==> src/rtl/cache_mem_arbiter.sv <==
// rtl/cache_mem_arbiter.sv - round-robin arbiter sharing one memory port between I-cache and D-cache
// One transaction outstanding at a time; a wait timeout aborts and still answers the requester.
module cache_mem_arbiter #(
  parameter int ADDR_W  = 32,
  parameter int DATA_W  = 128,
  parameter int TIMEOUT = 255
) (
  input  logic              clk,
  input  logic              rst_n,
  input  logic              c0_read,
  input  logic              c0_write,
  input  logic [ADDR_W-1:0] c0_addr,
  input  logic [DATA_W-1:0] c0_wdata,
  output logic              c0_resp,
  output logic [DATA_W-1:0] c0_rdata,
  input  logic              c1_read,
  input  logic              c1_write,
  input  logic [ADDR_W-1:0] c1_addr,
  input  logic [DATA_W-1:0] c1_wdata,
  output logic              c1_resp,
  output logic [DATA_W-1:0] c1_rdata,
  output logic              mem_read,
  output logic              mem_write,
  output logic [ADDR_W-1:0] mem_addr,
  output logic [DATA_W-1:0] mem_wdata,
  input  logic [DATA_W-1:0] mem_rdata,
  input  logic              mem_resp,
  output logic              error
);

  localparam int CNT_W = $clog2(TIMEOUT + 1);

  typedef enum logic [2:0] {IDLE, ISSUE, WAIT, RESP, ERROR} state_t;

  state_t            state;
  logic              last_grant;
  logic              gnt_id;
  logic              gnt_wr;
  logic [CNT_W-1:0]  cnt;
  logic [DATA_W-1:0] rdata_q;

  logic c0_bad, c1_bad, c0_req, c1_req, pick1;

  // A port driving read and write together is excluded from arbitration.
  assign c0_bad = c0_read & c0_write;
  assign c1_bad = c1_read & c1_write;
  assign c0_req = (c0_read | c0_write) & ~c0_bad;
  assign c1_req = (c1_read | c1_write) & ~c1_bad;
  assign pick1  = c1_req & (~c0_req | ~last_grant);

  always_ff @(posedge clk or negedge rst_n) begin
    if (!rst_n) begin
      state      <= IDLE;
      last_grant <= 1'b1;
      gnt_id     <= 1'b0;
      gnt_wr     <= 1'b0;
      cnt        <= '0;
      rdata_q    <= '0;
      c0_resp    <= 1'b0;
      c0_rdata   <= '0;
      c1_resp    <= 1'b0;
      c1_rdata   <= '0;
      mem_read   <= 1'b0;
      mem_write  <= 1'b0;
      mem_addr   <= '0;
      mem_wdata  <= '0;
      error      <= 1'b0;
    end else begin
      c0_resp  <= 1'b0;
      c1_resp  <= 1'b0;
      c0_rdata <= '0;
      c1_rdata <= '0;
      error    <= 1'b0;
      case (state)
        IDLE: begin
          if (c0_bad || c1_bad || mem_resp) error <= 1'b1;
          if (c0_req || c1_req) begin
            gnt_id     <= pick1;
            gnt_wr     <= pick1 ? c1_write : c0_write;
            mem_addr   <= pick1 ? c1_addr : c0_addr;
            mem_wdata  <= pick1 ? c1_wdata : c0_wdata;
            last_grant <= pick1;
            state      <= ISSUE;
          end
        end
        ISSUE: begin
          if (mem_resp) error <= 1'b1;
          mem_read  <= ~gnt_wr;
          mem_write <= gnt_wr;
          cnt       <= '0;
          state     <= WAIT;
        end
        WAIT: begin
          cnt <= cnt + 1'b1;
          if (mem_resp) begin
            mem_read  <= 1'b0;
            mem_write <= 1'b0;
            rdata_q   <= gnt_wr ? '0 : mem_rdata;
            state     <= RESP;
          end else if (cnt == CNT_W'(TIMEOUT - 1)) begin
            mem_read  <= 1'b0;
            mem_write <= 1'b0;
            rdata_q   <= '0;
            state     <= ERROR;
          end
        end
        RESP: begin
          if (mem_resp) error <= 1'b1;
          if (gnt_id) begin
            c1_resp  <= 1'b1;
            c1_rdata <= rdata_q;
          end else begin
            c0_resp  <= 1'b1;
            c0_rdata <= rdata_q;
          end
          state <= IDLE;
        end
        ERROR: begin
          // Answer the requester with zero data so its FSM cannot hang.
          error <= 1'b1;
          if (gnt_id) c1_resp <= 1'b1;
          else        c0_resp <= 1'b1;
          state <= IDLE;
        end
        default: state <= IDLE;
      endcase
    end
  end

endmodule

==> config.mk <==
export PLATFORM = sky130hd
export DESIGN_NAME = cache_mem_arbiter
export DESIGN_NICKNAME = d
export VERILOG_FILES = /design/src/rtl/cache_mem_arbiter.sv
export SDC_FILE = /design/constraint.sdc
export NUM_CORES = 1
export LEC_CHECK = 0
export ABC_AREA = 1
export CAP_MARGIN = 15
export CORE_AREA = 2 2 344 346
export CTS_BUF_LIST = sky130_fd_sc_hd__clkbuf_16
export CTS_CLUSTER_SIZE = 30
export DETAILED_ROUTE_END_ITERATION = 6
export DIE_AREA = 0 0 346 348
export HOLD_SLACK_MARGIN = 0.12
export MAX_ROUTING_LAYER = met4
export SKIP_CTS_REPAIR_TIMING = 1
export SKIP_LAST_GASP = 1
export SLEW_MARGIN = 20
export SYNTH_ARGS = -nofsm -noshare
export SYNTH_HDL_FRONTEND = slang
export SYNTH_SLANG_ARGS = --single-unit
==> constraint.sdc <==
create_clock -name clk -period 4.6 [get_ports clk]
set_input_delay 0.46 -clock clk [delete_from_list [all_inputs] [get_ports clk]]
set_output_delay 0.46 -clock clk [all_outputs]
set_load 0.01 [all_outputs]
# Word level (Yosys, flattened, before mapping)
# Index checks and enable logic that the tools add are counted.
dict set report word_totals {
  ff_bits 563
  output_inout_bits 421
  word_cells 74
}
dict set report op_classes {
  addsub 1
  n_eq_ne 7
  muxes 26
  bitwise_logic 13
  reduce_logical 12
}
# operator count
set ops {}
lappend ops {{two-way mux 128 bit} 8}
lappend ops {{two-way mux 32 bit} 1}
lappend ops {{one-hot mux 8 bit (2 select lines)} 1}
lappend ops {{two-way mux 1 bit} 9}
lappend ops {{two-way mux 3 bit} 3}
lappend ops {{one-hot mux 3 bit (3 select lines)} 1}
lappend ops {{adder 8 x 1 -> 8 bit (second input constant)} 1}
lappend ops {{equality test 8 bit (second input constant)} 1}
lappend ops {{AND reduction 2 bit} 4}
lappend ops {{equality test 3 x 2 -> 1 bit (second input constant)} 2}
lappend ops {{AND 1 bit} 5}
lappend ops {{inverter 1 bit} 5}
lappend ops {{one-hot mux 1 bit (2 select lines)} 2}
lappend ops {{nonzero test 2 bit} 2}
lappend ops {{OR reduction 2 bit} 2}
lappend ops {{equality test 3 x 1 -> 1 bit (second input constant)} 1}
lappend ops {{equality test 3 bit (second input constant)} 1}
lappend ops {{zero test 3 bit} 1}
lappend ops {{logical OR 1 bit} 3}
lappend ops {{!= test 3 bit (second input constant)} 1}
lappend ops {{bitwise OR 1 bit} 3}
lappend ops {{one-hot mux 1 bit (3 select lines)} 1}
lappend ops {{!= test 2 bit (second input constant)} 1}

# Logic depth before layout (Yosys ltp)
dict set report logic_depth {
  word_depth 7
  mapped_depth 11
}

# Worst setup path after synthesis
# OpenSTA, ideal clock, no wires.
dict set report synth_timing {
  path_type {input -> register}
  from {in c0_read}
  to {reg mem_wdata[90]}
  setup_time_ps 76
  t_arrival_ps 1703
  t_required_ps 4524
  setup_slack_ps 2820
  path_stages 8
  path_buffers 2
  path_cell_list {ha_1 > nand2_1 > nand2_2 > inv_2 > buf_2 > clkbuf_1 > o21ai_1 > o21ai_1}
}
dict set report synth_via {
  elab_chain_cells 7
  word_cells_on_any_way 10
  cone_classes {mux: 1; bitwise: 7; reduce/logical: 2}
}
# element line
set synth_lines {}
lappend synth_lines {{start, declared} 10} ;# input logic c0_read,
lappend synth_lines {{AND 1 bit} 45} ;# assign c0_bad = c0_read & c0_write;
lappend synth_lines {{inverter 1 bit} 47} ;# assign c0_req = (c0_read | c0_write) & ~c0_bad;
lappend synth_lines {{AND 1 bit (*)} 47}
lappend synth_lines {{inverter 1 bit} 49} ;# assign pick1 = c1_req & (~c0_req | ~last_grant);
lappend synth_lines {{bitwise OR 1 bit} 49}
lappend synth_lines {{AND 1 bit} 49}
lappend synth_lines {{two-way mux 128 bit} 81} ;# mem_wdata <= pick1 ? c1_wdata : c0_wdata;
lappend synth_lines {{end signal, assigned} 81}
lappend synth_lines {{end, declared} 25} ;# output logic [DATA_W-1:0] mem_wdata,
# Mark *: on every way between the ends. The rest lies on a longest branch, timed or not.
# A chain may end at the register's enable or synchronous reset.

# Worst setup path after layout
dict set report layout_timing {
  from {reg state[0]}
  to {reg mem_wdata[10]}
}
dict set report layout_via {
  elab_chain_cells 2
}
# element line
set layout_lines {}
lappend layout_lines {{start, declared} 35} ;# state_t state;
lappend layout_lines {{start signal, assigned} 53} ;# state <= IDLE;
lappend layout_lines {{start signal, assigned} 83} ;# state <= ISSUE;
lappend layout_lines {{start signal, assigned} 91} ;# state <= WAIT;
lappend layout_lines {{zero test 3 bit} 74} ;# case (state)
lappend layout_lines {{AND reduction 2 bit (no source line)} n/a}
# Every way passes these cells.

==> results.json <==
{
  "initialDrtViolationCount": 1006,
  "htreeDepth": 3,
  "yosys.area_share.adder_pct": 0.233,
  "hold_class": "in2reg",
  "synth_seq_cells": 563,
  "netlist_area_sq_um": 21500,
  "gr-total-overflow": 0,
  "number_of_buffers_added_by_the_clock_tree_synthesis_step": 67,
  "most_common_library_cell_in_the_layout_ignoring_fill_and_taps": "sky130_fd_sc_hd__clkdlybuf4s50_1",
  "clk_latency_ns": 0.62,
  "required_ns": 5.14,
  "vias": 18500,
  "vias_in_the_first_global_route": 18800,
  "report.final.slew_viol_count": 0,
  "antenna_left": 0,
  "die_x_um": 346,
  "post_drt_via_cell_ratio": 3.98,
  "drc": 0,
  "grt_antenna_before_repair": 9,
  "top_library_cells_by_usage_in_the_layout_fill_and_taps_aside": "sky130_fd_sc_hd__clkdlybuf4s50_1 (874), sky130_fd_sc_hd__dfrtp_1 (561), sky130_fd_sc_hd__nand2_1 (313)",
  "syn_nets": 2680,
  "finalHoldViolCount": 0,
  "multiInputGateArea_sq_um": 5750,
  "syn-mean-instance-area_sq_um": 9.69,
  "muxShareOfSynthArea_pct": 0,
  "synth-warning-count": 0,
  "die_area_sq_um": 120000,
  "peakVddDrop_mv": 0.678,
  "layout_min_cycle_time_ns": 2.43,
  "power.total_w": 0.0197,
  "outcome": "complete, no violations",
  "synth-xor-area-share_pct": 0.0814,
  "grt_pass1_wl_um": 125000,
  "fp.dieH_um": 348,
  "floorplan.rows": 126,
  "floorplan.initialDensity_pct": 18.4,
  "num-nets-final": 3506,
  "core_area_sq_um": 117000,
  "dp_hpwl_um": 62800,
  "unrepaired_setup_endpoints_after_global_routing": "no",
  "regArea_sq_um": 14100,
  "critPathKind": "reg2reg",
  "worstHoldStart": "mem_rdata[48]",
  "worstSetupStartpointType": "flip-flop",
  "number_of_enable_flip_flop_cells_after_synthesis": 0,
  "hold-path-cell-count": 3,
  "synth_flop_cell": "sky130_fd_sc_hd__dfrtp_1",
  "detail_route.first_pass.iterations": 5,
  "port_buffers": 875,
  "power.static_leakage_nw": 14.9,
  "layout_worst_path_cycle_share_pct": 52.9,
  "critPathArrivalTime_ns": 2.97,
  "yosysUniqueCellTypes": 28,
  "syn-instance-count": 2221,
  "power.density_nw_per_um2": 576,
  "cts.root.buffer_cell": "sky130_fd_sc_hd__clkbuf_16",
  "fillerInstances": 12200,
  "timing_worst_slew_pin_value_ns": 1.18,
  "timing.slew.headroom_pct": 21.5,
  "synth_compound_area_share_pct": 11.1,
  "synth-async-reset-ratio_pct": 100,
  "synth.yosys.seq_area_share_pct": 65.5,
  "max_cap_violations": 0,
  "clkSinkCount": 563,
  "cts_tree": "done",
  "clkSlewWorstSetupHoldPaths_ns": 0.06,
  "crit_path_start": "state[0]",
  "post_synth_and_or_nand_nor_area_fraction_pct": 15.1,
  "setup_total_neg_slack_ns": 0,
  "finalWirelength_um": 86500,
  "worst_hold_slack_after_final_layout_ns": 0.378,
  "timing.critical_path.to_type": "flip-flop",
  "rr_startpoint": "state[0]",
  "skew_ns": 0.0225,
  "gp_congestion": 0.891,
  "max_clock_freq_mhz": 411,
  "pin_count": 876,
  "area.growth.synth_to_final_pct": 58.6,
  "drt-wirelength-per-cell_um": 18.6,
  "drive_above_1_share_pct": 5.39,
  "grt_max_degree": 130,
  "largest_family_of_logic_cells_by_synthesized_area": "simple AND/OR/NAND/NOR gates",
  "cts_max_path_buffers": 3,
  "grt_use_total_pct": 14.3,
  "setup-violations-final": 0,
  "worstPathMaxFanout": 81,
  "reg2reg_path_depth": 6
}
## Yosys cell counts, types with 3 or more instances
library cell / count / share of area [%]
sky130_fd_sc_hd__buf_1: 3 / 0.052
sky130_fd_sc_hd__buf_2: 45 / 1.0
sky130_fd_sc_hd__buf_6: 10 / 0.52
sky130_fd_sc_hd__clkbuf_1: 93 / 1.6
sky130_fd_sc_hd__dfrtp_1: 562 / 65
sky130_fd_sc_hd__ha_1: 4 / 0.23
sky130_fd_sc_hd__inv_1: 269 / 4.7
sky130_fd_sc_hd__nand2_1: 313 / 5.5
sky130_fd_sc_hd__nand2_2: 4 / 0.12
sky130_fd_sc_hd__nand3_1: 14 / 0.33
sky130_fd_sc_hd__nor2_1: 170 / 3.0
sky130_fd_sc_hd__nor3_1: 259 / 6.0
sky130_fd_sc_hd__o21ai_0: 171 / 4.0
sky130_fd_sc_hd__o21ai_1: 269 / 6.3
sky130_fd_sc_hd__o21ai_2: 20 / 0.81
## worst paths after layout
kind                            endpoint  slack [ns]
setup / recovery           mem_wdata[10]        2.17
hold / removal               rdata_q[48]        0.38
setup reg to reg           mem_wdata[10]        2.17
hold reg to reg             rdata_q[123]        0.48
max in group asynchronous    c0_rdata[0]        2.84
min in group asynchronous   c0_rdata[36]        0.56
## per-layer routing
layer	track usage, %	wire (um)	part of all wire (%)	vias to the layer above
li1	-	-	-	8792
met1	16.2	34300	40	8824
met2	23.0	41600	48	701
met3	3.93	6130	7.1	189
met4	7.52	4440	5.1	0
met5	-	0	0	-
## area by class of cell
class | count | area share (%)
Inverter | 272 | 3.03
Sequential cell | 563 | 41.3
Clock inverter | 55 | 1.33
Multi-Input combinational cell | 1233 | 16.8
Tap cell | 1536 | 5.63
Antenna cell | 12 | 0.0880
Timing Repair Buffer | 910 | 26.8
Clock buffer | 68 | 4.98
## sequential cells by signal (all words and copies together) (netlist names)
| name | flops |
|---|---|
| c0_resp | 1 |
| last_grant | 1 |
| error | 1 |
| mem_addr | 32 |
| rdata_q | 128 |
| cnt | 8 |
| mem_wdata | 128 |
| c1_resp | 1 |
| gnt_id | 1 |
| mem_write | 1 |
| c1_rdata | 128 |
| c0_rdata | 128 |
| state | 3 |
| mem_read | 1 |
| gnt_wr | 1 |
## power by group
group | internal, W | switching [W]
Sequential | 0.00641 | 0.000844
Clock | 0.00295 | 0.00225
Combinational | 0.00296 | 0.00425
## metrics by stage
stage	instance area, sq um	worst slack (ns)	utilization, %	std cells
2_1_floorplan	21500	2.82	-	2221
3_3_place_gp	31900	1.57	27.3	4513
3_5_place_dp	31900	1.54	27.3	4513
4_1_cts	34100	2.18	29.2	4636
5_1_grt	34100	1.99	29.2	4645
6_report	34100	2.17	29.2	4649
## worst max-delay path, cell delays in order, from the launching register on
cell                      delay, ns
sky130_fd_sc_hd__dfrtp_1       0.48
sky130_fd_sc_hd__nor2_4        0.18
sky130_fd_sc_hd__nand2_2       0.22
sky130_fd_sc_hd__nor2_4        0.22
sky130_fd_sc_hd__buf_4         0.63
sky130_fd_sc_hd__o21ai_0       0.33
sky130_fd_sc_hd__o21ai_1       0.20
## cells by family (layout without fill, tap and decap cells)
logic type	Yosys count	after routing
buffers and inverters	425	1305
XOR/XNOR	2	2
AND/OR/NAND/NOR	765	765
AO/OA/AOI/OAI	462	462
flip-flops	563	563
other	0	12
adder cells (fa/ha/maj)	4	4
(Power assumes the default switching activity.)
